<file path="src/rtl/voice_alloc_pkg.sv">
// Shared types and default sizes for the voice allocator.
// No logic of its own; state/action encodings are 2 bits.
// Imported by voice_alloc and voice_pick.
package voice_alloc_pkg;

  localparam int NVOICE_DEF = 4;
  localparam int CYC_W_DEF  = 16;
  localparam int AGE_W_DEF  = 8;

  typedef enum logic [1:0] {
    ST_IDLE   = 2'd0,
    ST_SEARCH = 2'd1,
    ST_COMMIT = 2'd2
  } state_t;

  typedef enum logic [1:0] {
    ACT_NONE = 2'd0,
    ACT_ON   = 2'd1,
    ACT_OFF  = 2'd2
  } act_t;

  // Width of a voice index; a 1-voice build still needs one bit.
  function automatic int idx_width(input int n);
    return (n > 1) ? $clog2(n) : 1;
  endfunction

endpackage

</file>
<file path="src/rtl/voice_pick.sv">
// Combinational voice selector: matching active voice, lowest free voice, oldest active voice.
// Latency: zero cycles (pure combinational).
// Backpressure: none; the caller registers the result.
module voice_pick import voice_alloc_pkg::*; #(
  parameter int NVOICE = NVOICE_DEF,
  parameter int CYC_W  = CYC_W_DEF,
  parameter int AGE_W  = AGE_W_DEF,
  parameter int IDX_W  = idx_width(NVOICE)
) (
  input  logic [NVOICE-1:0]       active,
  input  logic [NVOICE*CYC_W-1:0] cyc,
  input  logic [NVOICE*AGE_W-1:0] age,
  input  logic [CYC_W-1:0]        ev_cyc,
  output logic                    match_hit,
  output logic [IDX_W-1:0]        match_idx,
  output logic                    free_hit,
  output logic [IDX_W-1:0]        free_idx,
  output logic [IDX_W-1:0]        oldest_idx
);

  logic [AGE_W-1:0] best_age;
  logic             best_vld;

  // Match and free scans run high-to-low so the lowest index is written last and wins.
  always_comb begin
    match_hit = 1'b0;
    match_idx = '0;
    free_hit  = 1'b0;
    free_idx  = '0;
    for (int i = NVOICE - 1; i >= 0; i--) begin
      if (active[i] && (cyc[i*CYC_W +: CYC_W] == ev_cyc)) begin
        match_hit = 1'b1;
        match_idx = IDX_W'(i);
      end
      if (!active[i]) begin
        free_hit = 1'b1;
        free_idx = IDX_W'(i);
      end
    end
  end

  // Oldest active voice; strict greater-than keeps the lowest index on an age tie.
  always_comb begin
    oldest_idx = '0;
    best_age   = '0;
    best_vld   = 1'b0;
    for (int i = 0; i < NVOICE; i++) begin
      if (active[i] && (!best_vld || (age[i*AGE_W +: AGE_W] > best_age))) begin
        best_vld   = 1'b1;
        best_age   = age[i*AGE_W +: AGE_W];
        oldest_idx = IDX_W'(i);
      end
    end
  end

endmodule

</file>
<file path="src/rtl/voice_alloc.sv">
// Polyphonic voice scheduler: maps note-on/off events onto NVOICE synthesis voice slices.
// Latency: event accepted at T, voice outputs and steal pulse visible at T+3.
// Backpressure: ev_ready high only in IDLE, so at most one event per 3 cycles; source holds the event.
module voice_alloc import voice_alloc_pkg::*; #(
  parameter int NVOICE = NVOICE_DEF,
  parameter int CYC_W  = CYC_W_DEF,
  parameter int AGE_W  = AGE_W_DEF
) (
  input  logic                    clk,
  input  logic                    rst,
  input  logic                    tick,
  input  logic                    ev_valid,
  output logic                    ev_ready,
  input  logic                    ev_on,
  input  logic [CYC_W-1:0]        ev_cyc,
  output logic [NVOICE*CYC_W-1:0] voice_cyc,
  output logic [NVOICE-1:0]       voice_attack,
  output logic [NVOICE-1:0]       voice_active,
  output logic                    steal
);

  localparam int               IDX_W   = idx_width(NVOICE);
  localparam logic [AGE_W-1:0] AGE_MAX = {AGE_W{1'b1}};

  state_t state_q, state_d;

  // Captured event
  logic             ev_on_q;
  logic [CYC_W-1:0] ev_cyc_q;

  // Decision registered in SEARCH, applied in COMMIT
  act_t             act_q;
  logic [IDX_W-1:0] idx_q;
  logic             steal_pend_q;

  // Per-voice state
  logic [NVOICE*CYC_W-1:0] cyc_q;
  logic [NVOICE*AGE_W-1:0] age_q;
  logic [NVOICE-1:0]       active_q;
  logic [NVOICE-1:0]       attack_q;
  logic                    steal_q;

  logic             match_hit, free_hit;
  logic [IDX_W-1:0] match_idx, free_idx, oldest_idx;

  voice_pick #(
    .NVOICE (NVOICE),
    .CYC_W  (CYC_W),
    .AGE_W  (AGE_W),
    .IDX_W  (IDX_W)
  ) u_pick (
    .active     (active_q),
    .cyc        (cyc_q),
    .age        (age_q),
    .ev_cyc     (ev_cyc_q),
    .match_hit  (match_hit),
    .match_idx  (match_idx),
    .free_hit   (free_hit),
    .free_idx   (free_idx),
    .oldest_idx (oldest_idx)
  );

  // Gated by rst so no event is offered while the block is held in reset.
  assign ev_ready     = (state_q == ST_IDLE) && !rst;
  assign voice_cyc    = cyc_q;
  assign voice_attack = attack_q;
  assign voice_active = active_q;
  assign steal        = steal_q;

  // FSM state register
  always_ff @(posedge clk) begin
    if (rst) state_q <= ST_IDLE;
    else     state_q <= state_d;
  end

  // FSM next state: IDLE -> SEARCH on transfer, then COMMIT, then back to IDLE
  always_comb begin
    state_d = state_q;
    unique case (state_q)
      ST_IDLE:   if (ev_valid) state_d = ST_SEARCH;
      ST_SEARCH: state_d = ST_COMMIT;
      ST_COMMIT: state_d = ST_IDLE;
      default:   state_d = ST_IDLE;
    endcase
  end

  // Event capture in IDLE and voice decision in SEARCH
  always_ff @(posedge clk) begin
    if (rst) begin
      ev_on_q      <= 1'b0;
      ev_cyc_q     <= '0;
      act_q        <= ACT_NONE;
      idx_q        <= '0;
      steal_pend_q <= 1'b0;
    end else begin
      if ((state_q == ST_IDLE) && ev_valid) begin
        ev_on_q  <= ev_on;
        ev_cyc_q <= ev_cyc;
      end
      if (state_q == ST_SEARCH) begin
        steal_pend_q <= 1'b0;
        if (ev_on_q) begin
          act_q <= ACT_ON;
          if (match_hit) begin
            idx_q <= match_idx;
          end else if (free_hit) begin
            idx_q <= free_idx;
          end else begin
            idx_q        <= oldest_idx;
            steal_pend_q <= 1'b1;
          end
        end else if (match_hit) begin
          act_q <= ACT_OFF;
          idx_q <= match_idx;
        end else begin
          act_q <= ACT_NONE;
        end
      end
    end
  end

  // Voice state: tick ages and retires attacks; a COMMIT write to a voice overrides the tick.
  always_ff @(posedge clk) begin
    if (rst) begin
      cyc_q    <= '0;
      age_q    <= '0;
      active_q <= '0;
      attack_q <= '0;
      steal_q  <= 1'b0;
    end else begin
      steal_q <= (state_q == ST_COMMIT) && (act_q == ACT_ON) && steal_pend_q;
      if (tick) begin
        for (int i = 0; i < NVOICE; i++) begin
          if (age_q[i*AGE_W +: AGE_W] != AGE_MAX)
            age_q[i*AGE_W +: AGE_W] <= age_q[i*AGE_W +: AGE_W] + AGE_W'(1);
          attack_q[i] <= 1'b0;
        end
      end
      if (state_q == ST_COMMIT) begin
        if (act_q == ACT_ON) begin
          cyc_q[int'(idx_q)*CYC_W +: CYC_W] <= ev_cyc_q;
          age_q[int'(idx_q)*AGE_W +: AGE_W] <= '0;
          active_q[idx_q]                   <= 1'b1;
          attack_q[idx_q]                   <= 1'b1;
        end else if (act_q == ACT_OFF) begin
          // Period is kept so the released note can decay in its envelope.
          active_q[idx_q] <= 1'b0;
        end
      end
    end
  end

endmodule

</file>
<file path="config.mk">
export PLATFORM = sky130hd
export DESIGN_NAME = voice_alloc
export DESIGN_NICKNAME = d
export VERILOG_FILES = /design/src/rtl/voice_alloc_pkg.sv /design/src/rtl/voice_pick.sv /design/src/rtl/voice_alloc.sv
export SDC_FILE = /design/constraint.sdc
export NUM_CORES = 1
export LEC_CHECK = 0
export ABC_AREA = 1
export CAP_MARGIN = 20
export CORE_UTILIZATION = 56
export CTS_CLUSTER_DIAMETER = 120
export DETAILED_ROUTE_END_ITERATION = 8
export PLACE_DENSITY_LB_ADDON = 0.12
export SYNTH_ARGS = -nofsm -noshare
export SYNTH_HDL_FRONTEND = slang
export SYNTH_SLANG_ARGS = --single-unit
</file>
<file path="constraint.sdc">
create_clock -name clk -period 4.7 [get_ports clk]
set_input_delay 0.94 -clock clk [delete_from_list [all_inputs] [get_ports clk]]
set_output_delay 0.94 -clock clk [all_outputs]
set_load 0.02 [all_outputs]
</file>
; ---- Word level (Yosys, flattened, before mapping)
; Index checks and enable logic that the tools add are counted.
; Widths: inputs -> output; s select.
[totals]
ff_bits = 129
[op_classes]
mux = 54
n_bitwise = 4
order_cmp = 5
n_eq_ne = 13
addsub = 6
shift = 4
n_reduce_logical = 25
[ops]
columns = op, n
row1 = $mux 32, 4
row2 = $bwmux 64, 1
row3 = $eq 16x16->1, 4
row4 = $shift 16x33->64 const A, 1
row5 = $shiftx 16x33->64, 1
row6 = $mux 8, 7
row7 = $mux 2, 17
row8 = $neg 5->33, 1
row9 = $neg 6->33, 1
row10 = $shift 8x33->32 const A, 1
row11 = $shiftx 8x33->32 const A, 1
row12 = $add 8x1->8 const B, 4
row13 = $bwmux 32, 1
row14 = $ne 8x8->1 const B, 4
row15 = $gt 8x8->1, 3
row16 = $mux 4, 6
row17 = $mux 1, 16
row18 = $logic_and 1x1->1, 12
row19 = $or 4x4->4, 2
row20 = $reduce_and 2->1, 3
row21 = $and 4x4->4, 1
row22 = $eq 2x1->1 const B, 2
row23 = $eq 2x2->1 const B, 2
row24 = $logic_not 1->1, 4
row25 = other kinds (9), 12

; ---- Longest topological paths before layout
; Gate-level depths: netlist (run 1).
[depth]
ltp_word = 16
ltp_mapped = 44
ltp_nobuf = 41

; ---- Cells and area by module
; From an unflattened synthesis (run 1), not the netlist that was laid out.
[hier_totals]
hier_cells = 1010
area_unflattened_um2 = 7045.5
[by_module_without_submodules]
columns = mod, area_per_inst_um2, n_inst, cells_each, seq_area_each_um2
row1 = voice_alloc, 5177.5, 1, 652, 2582.5
row2 = voice_pick, 1868.0, 1, 358, 0.0

; ---- Worst setup path after synthesis (run 1)
; Ideal clock, no wire load.
[synth_timing]
kind = register to register
start = register (tool-made name)
end = register idx_q[1]
arrival_time_ps = 4326
n_path_buf = 3
setup_slack_ps = 263
required_time_ps = 4588
period_less_slack_ps = 4437
path_stages_with_launch = 34
path_cell_list = dfxtp_1 > clkbuf_1 > nand2_1 > ha_1 > nand2_1 > nor2_1 > nand2_1 > nand2_1 > nand2_1 > a21oi_2 > inv_1 > buf_2 > nand2_1 > o21ai_0 > ha_1 > nand2_1 > nor2_1 > nand4_1 > nand2_1 > nand2_1 > nand2_1 > clkbuf_1 > o21ai_0 > ha_1 > a21oi_1 > nor2_1 > nor3_1 > nand2_1 > nand2_1 > nand2_1 > o21ai_0 > a21oi_1 > nor2_1 > nor2_1
[synth_rtl]
columns = element, line_no
row1 = "end signal, assigned", voice_alloc.sv:105  ; idx_q <= match_idx;
row2 = "end signal, assigned", voice_alloc.sv:107  ; idx_q <= free_idx;
row3 = "end signal, assigned", voice_alloc.sv:109  ; idx_q <= oldest_idx;
row4 = "end, declared", voice_alloc.sv:33  ; logic [IDX_W-1:0] idx_q;

==> run metrics, run 1 <==
outcome=finished, final reports clean; Residual DRC=0; fin crit share=0.8916; Fin Clk Skew=roughly 0.0084 ns; Fmax=around 0.24 GHz; HP Class=reg -> reg; Nets=1244; crit path max fanout=17; post-DP HPWL=about 16000 um; RSZ-0062 raised after global routing=no; Initial DRT Pass Iterations=6; P per Cell Area=310.0 nW/um^2; Worst path most repeated cell=nand2_1; Die W=roughly 120 um; vias=approximately 7600; post-DR vias/cell=between 5 and 6; Diodes inserted=0; vias in the first global route=6714; largest net degree at the start of global routing=28; global-route wire length before repair=33730 um; num ports=95; slowest stage cell, crit path=dfxtp_2; synthesized instance count=around 1100; crit path launch type=register; final wirelength=roughly 21000 um; Yosys cell types=47; FF+latch count, synth=approximately 130; Setup Total Neg Slack=0 ns; final slew viol count=0; syn nets=1165; # setup viols final=0; relative slew slack=0.2683; Rows=41; CTS tree=built; Clock Latency Late Sink=approximately 0.43 ns; leakage power total=approximately 3.8 nW; die height=between 100 and 150 um; cts hold-fix bufs=0; commonest non-fill, non-tap cell in the layout=nand2_1; Peak VDD IR=roughly 0.28 mV; max cap viols=0; Num Clock Sinks=approximately 130; slowest stage delay, CP=between 0.4 and 0.5 ns; Area after DPL=8404 sq um; most frequent cells in the layout=317 x nand2_1, 132 x nor2_1, 129 x inv_1, 128 x dfxtp_1, 94 x clkdlybuf4s50_1; initial antenna violation count=0; design area=approximately 9000 sq um; Clk Tree Root Cell=clkbuf_16; CP Data Arrival Time=between 4 and 5 ns; Starting Density=0.5801; core footprint=between 10000 and 15000 sq um; Total GRT Usage=0.3244; WL per Instance=approximately 15 um; Clock transition at path regs=0.06 ns; Syn Area/Cell=6.681 sq um; Synth warnings=0; Mapped Area=about 7400 sq um; crit path time final=between 4 and 5 ns; grt ovf=0; TritonCTS buffer count=17; area growth from synthesis to layout=21.56%; Die ar.=~14000 sq um; ANT nets after route=0; Fin Hold WS=roughly 0.47 ns; Crit. End Element=register; clk buf depth=2; Worst Setup Path Type=reg -> reg; port buffer count=94; htree depth=4; part of the Yosys area used for sequential elements=0.3485; layout cells sized above 1=0.05417; 1st-iter DRT viols=between 800 and 900; final hold violations=0; Worst-Margin Slew=between 1 and 1.5 ns; CP Data Required Time=just over 5 ns; Final Wtd Congestion=around 0.95
## where the power goes
part | switching [mW] | internal, mW | leakage [nW] | total [mW]
clock network | 0.493 | 0.828 | 0.293 | 1.32
registers | 0.0565 | 1.12 | 1.05 | 1.18
logic | 0.190 | 0.106 | 2.50 | 0.296
## worst paths after layout
path,endpoint,cells past startpoint,startpoint,slack (ns)
max,idx_q[0],34,register,0.51
min,act_q[1],2,act_q[1],0.47
max reg2reg,idx_q[0],34,register,0.51
min reg2reg,act_q[1],2,act_q[1],0.47
## metal layers
| layer | vias to the layer above | global-route usage | share of wire |
|---|---|---|---|
| met5 | - | 0 | 0 |
| met4 | 0 | 0.08945 | 0.011 |
| met3 | 23 | 0.07467 | 0.094 |
| met2 | 350 | 0.4702 | 0.42 |
| met1 | 3449 | 0.4787 | 0.48 |
| li1 | 3764 | - | - |
## state kept, by name, indices dropped and copies added, names as in the netlist, named ones only
signal	count
idx_q	2
age_q	32
ev_on_q	1
ev_cyc_q	16
state_q	2
steal_pend_q	1
act_q	2
steal	1
voice_attack	4
voice_cyc	64
## cells by family after synthesis
logic type | after synthesis | synth area share
AO/OA/AOI/OAI | 191 | 0.1559
XOR/XNOR | 30 | 0.03546
adder cells (fa/ha/maj) | 35 | 0.05910
flip-flops | 129 | 0.3485
AND/OR/NAND/NOR | 551 | 0.3061
buffers and inverters | 173 | 0.09490
## timing repair
| action | 4_1_cts | 5_1_grt |
|---|---|---|
| resized for setup | 0 | 6 |
| setup endpoints to repair | 0 | 2 |
| buffers inserted | 0 | 0 |
## synth_stat cells (all sizes together)
| cell type | instances | share of area |
|---|---|---|
| nand2 | 321 | 0.16 |
| nor2 | 133 | 0.068 |
| inv | 132 | 0.067 |
| dfxtp | 129 | 0.35 |
| o21ai | 77 | 0.052 |
| a21oi | 62 | 0.042 |
| nand3 | 48 | 0.032 |
| ha | 35 | 0.059 |
| o22ai | 24 | 0.029 |
| buf | 22 | 0.018 |
| nor3 | 21 | 0.016 |
| nand4 | 18 | 0.015 |
| clkbuf | 17 | 0.0088 |
| xor2 | 17 | 0.020 |
| xnor2 | 13 | 0.015 |
| o32ai | 10 | 0.014 |
| o21a | 9 | 0.0091 |
| nor3b | 3 | 0.0030 |
| a211oi | 2 | 0.0020 |
| a21boi | 2 | 0.0020 |
| clkinv | 2 | 0.0012 |
| nand3b | 2 | 0.0020 |
| or2 | 2 | 0.0017 |
| a21o | 1 | 0.0010 |
| a31o | 1 | 0.0012 |
| and3b | 1 | 0.0012 |
| nor4 | 1 | 0.00084 |
| o21bai | 1 | 0.0010 |
| o221a | 1 | 0.0015 |
| o31ai | 1 | 0.0010 |
| or4 | 1 | 0.0015 |
## metrics by stage
step / setup slack [ns] / total power [mW] / utilization / cells
3_5_place_dp: 0.1325 / 1.481 / 0.6579 / 1341
5_1_grt: 0.001667 / 2.890 / 0.7052 / 1372
6_report: 0.5096 / 2.793 / 0.7052 / 1372
2_1_floorplan: 0.2626 / 1.391 / - / 1109
3_3_place_gp: 0.2768 / 1.477 / 0.6579 / 1341
4_1_cts: 0.1138 / 2.790 / 0.7043 / 1372
## worst max-delay path, delay by kind of cell (launching register included)
kind	cells	cell delay, ns
adders and majority gates	3	0.93
buffers and inverters	1	0.12
and+or+nand+nor	25	1.95
DFF	1	0.44
AOI/OAI and AO/OA	5	0.65
## cell type report
cell class                      instances  area [sq um]
Clock buffer                           17         425.4
Multi-Input combinational cell        807          4134
Inverter                              134         504.2
Tap cell                              172         215.2
Timing Repair Buffer                   99         978.4
Sequential cell                       129          2584
Fill cell                            1112          3766
Clock inverter                         14         166.4
(Power assumes the default switching activity.)
==> run 2, diff against run 1 <==
--- a/config.mk
+++ b/config.mk
@@ -7,7 +7,7 @@
 export LEC_CHECK = 0
 export ABC_AREA = 1
 export CAP_MARGIN = 20
-export CORE_UTILIZATION = 56
+export CORE_UTILIZATION = 55
 export CTS_CLUSTER_DIAMETER = 120
 export DETAILED_ROUTE_END_ITERATION = 8
 export PLACE_DENSITY_LB_ADDON = 0.12
==> run 2 against run 1 <==
Critical path type unchanged. Sequential cell count unchanged. Maximum frequency is 0.92% lower. First-iteration DRC count is 0.82% lower.
==> run metrics, run 2 (synthesized netlist as in run 1, its figures left out) <==
Fin Hold WS=0.4795 ns (+0.008186 ns); crit path max fanout=17 (unchanged); met3 wire length=2152 um (+8.1%); port buffer count=94 (unchanged); Min-Delay Endpoint=act_q[1]; max FFs per register=64 (unchanged); routed length on met1=10340 um (+2.1%); CP Data Required Time=5.04 ns (-0.02 ns); TritonCTS buffer count=17 (unchanged); Residual DRC=0 (unchanged); Final Wtd Congestion=0.9400 (-0.88%); CTS tree=built; R2R cell count=37 (+8.8%); HP Class=reg -> reg; RSZ-0062 raised after global routing=no; Setup Total Neg Slack=0 ns (unchanged); slowest stage delay, CP=0.38 ns (-0.06 ns); P per Cell Area=318.2 nW/um^2 (+2.6%); cts hold-fix bufs=0 (unchanged); crit path time final=4.229 ns (+0.03877 ns); leakage power total=3.853 nW (+0.31%); slowest stage cell, crit path=dfxtp_4; Crit. End Element=register; ANT nets after route=0 (unchanged); core footprint=13190 sq um (+3.3%); Worst Setup Path Type=reg -> reg; Diodes inserted=0 (unchanged); post-DP HPWL=16220 um (+1.7%); num ports=95 (unchanged); Worst path most repeated cell=nand2_1; Clock transition at path regs=0.07 ns (about the same); Fin Clk Skew=0.008292 ns (-0.0001428 ns); R2R Path End=idx_q[1]; Total GRT Usage=0.3233 (-0.001134); final hold violations=0 (unchanged); Worst-Margin Slew=1.097 ns (+0.002240 ns); top sig layer=met4; commonest non-fill, non-tap cell in the layout=nand2_1; WL per Instance=15.93 um (+2.9%); post-DR vias/cell=5.612 (+1.5%); 1st-iter DRT viols=845 (-0.82%); R2R setup slack=0.47 ns (-0.04 ns); relative slew slack=0.2668 (-0.001497); htree depth=4 (unchanged); crit path launch type=register; met2 WL=8997 um (+1.1%); CP Data Arrival Time=4.57 ns (+0.02 ns); Peak VDD IR=0.2527 mV (-9.3%); outcome=finished, final reports clean; vias=7734 (+2.0%); global-route wire length before repair=35270 um (+4.6%); Die ar.=13940 sq um (+1.8%); final wirelength=21950 um (+3.3%); Num Clock Sinks=129 (unchanged); Die W=118.1 um (+0.89%); worst hold stages=2 (unchanged); Rows=42 (+2.4%); max cap viols=0 (unchanged); largest net degree at the start of global routing=25 (-11%); # setup viols final=0 (unchanged); Starting Density=0.5618 (-0.01832); Clk Tree Root Cell=clkbuf_16; vias in the first global route=6858 (+2.1%); Nets=1245 (+0.080%); final slew viol count=0 (unchanged); hold_sp=act_q[1]; Clock Latency Late Sink=0.44 ns (about the same); grt ovf=0 (unchanged); Fmax=0.2365 GHz (-0.92%); layout cells sized above 1=0.05574 (+0.001574); initial antenna violation count=0 (unchanged); die height=118.1 um (+0.89%); most frequent cells in the layout=317 x nand2_1, 132 x nor2_1, 129 x inv_1, 128 x dfxtp_1, 94 x clkdlybuf4s50_1; clk buf depth=2 (unchanged); fin crit share=0.8998 (+0.008250); Initial DRT Pass Iterations=6 (unchanged); area growth from synthesis to layout=22.22%
## run 2: final cells by class
cell class	instances	area (sq um)
clock buffers	17	425.4
clock inverters	15	195.2
fillers	1163	4134
inverters	134	504.2
multi-input cells	807	4139
flip-flops and latches	129	2586
well taps	176	220.2
repair buffers	100	985.9
## run 2: per-layer routing
metal	up-vias	track usage
li1	3767	-
met1	3532	0.4825
met2	392	0.4621
met3	43	0.05475
met4	0	0.1162
met5	-	0
## run 2: per-stage QoR
step | utilization | cell area, sq um | std cells | power (mW) | setup slack, ns
5_1_grt | 0.6866 | 9056 | 1378 | 2.974 | 0.07145
6_report | 0.6866 | 9056 | 1378 | 2.882 | 0.4708
2_1_floorplan | - | 7410 | 1109 | 1.391 | 0.2626
3_3_place_gp | 0.6381 | 8417 | 1346 | 1.480 | 0.2930
4_1_cts | 0.6854 | 9040 | 1378 | 2.874 | 0.1301
3_5_place_dp | 0.6381 | 8417 | 1346 | 1.483 | 0.009481
## run 2: worst max-delay path by stage
stage	endpoint	cells after the start	from	slack (ns)
after floorplan	idx_q[1]	33	register	0.26
after global placement	idx_q[1]	32	register	0.29
after detailed placement	idx_q[1]	31	register	0.009
after CTS	idx_q[1]	31	register	0.13
after global routing	idx_q[1]	32	register	0.07
final	idx_q[1]	37	register	0.47
## run 2: power by group
part / switching [mW] / leakage (nW) / total [mW] / internal [mW]
Sequential: 0.0573 / 1.05 / 1.17 / 1.12
Combinational: 0.191 / 2.51 / 0.297 / 0.106
Clock: 0.559 / 0.299 / 1.41 / 0.851
## run 2: repair_timing
item / in CTS / in global routing
setup endpoints to repair: 1 / 2
endpoints found under the hold margin: 0 / 0
gates resized for setup: 1 / 7
cloned: 0 / 0
setup buffers: 0 / 0
## run 2: critical path: cells and delay by family (launching register included)
family	cells	cell delay, ns
AOI/OAI and AO/OA	6	0.75
adders and majority gates	3	0.79
buffers and inverters	4	0.40
DFF	1	0.38
and+or+nand+nor	24	1.82
==> run 3, diff against run 2 <==
--- a/config.mk
+++ b/config.mk
@@ -6,10 +6,10 @@
 export NUM_CORES = 1
 export LEC_CHECK = 0
 export ABC_AREA = 1
-export CAP_MARGIN = 20
 export CORE_UTILIZATION = 55
 export CTS_CLUSTER_DIAMETER = 120
 export DETAILED_ROUTE_END_ITERATION = 8
+export HOLD_SLACK_MARGIN = 0.15
 export PLACE_DENSITY_LB_ADDON = 0.12
 export SYNTH_ARGS = -nofsm -noshare
 export SYNTH_HDL_FRONTEND = slang
==> results of run 3 <==
The final DEF is identical to that of run 2; final timing and power are the same.
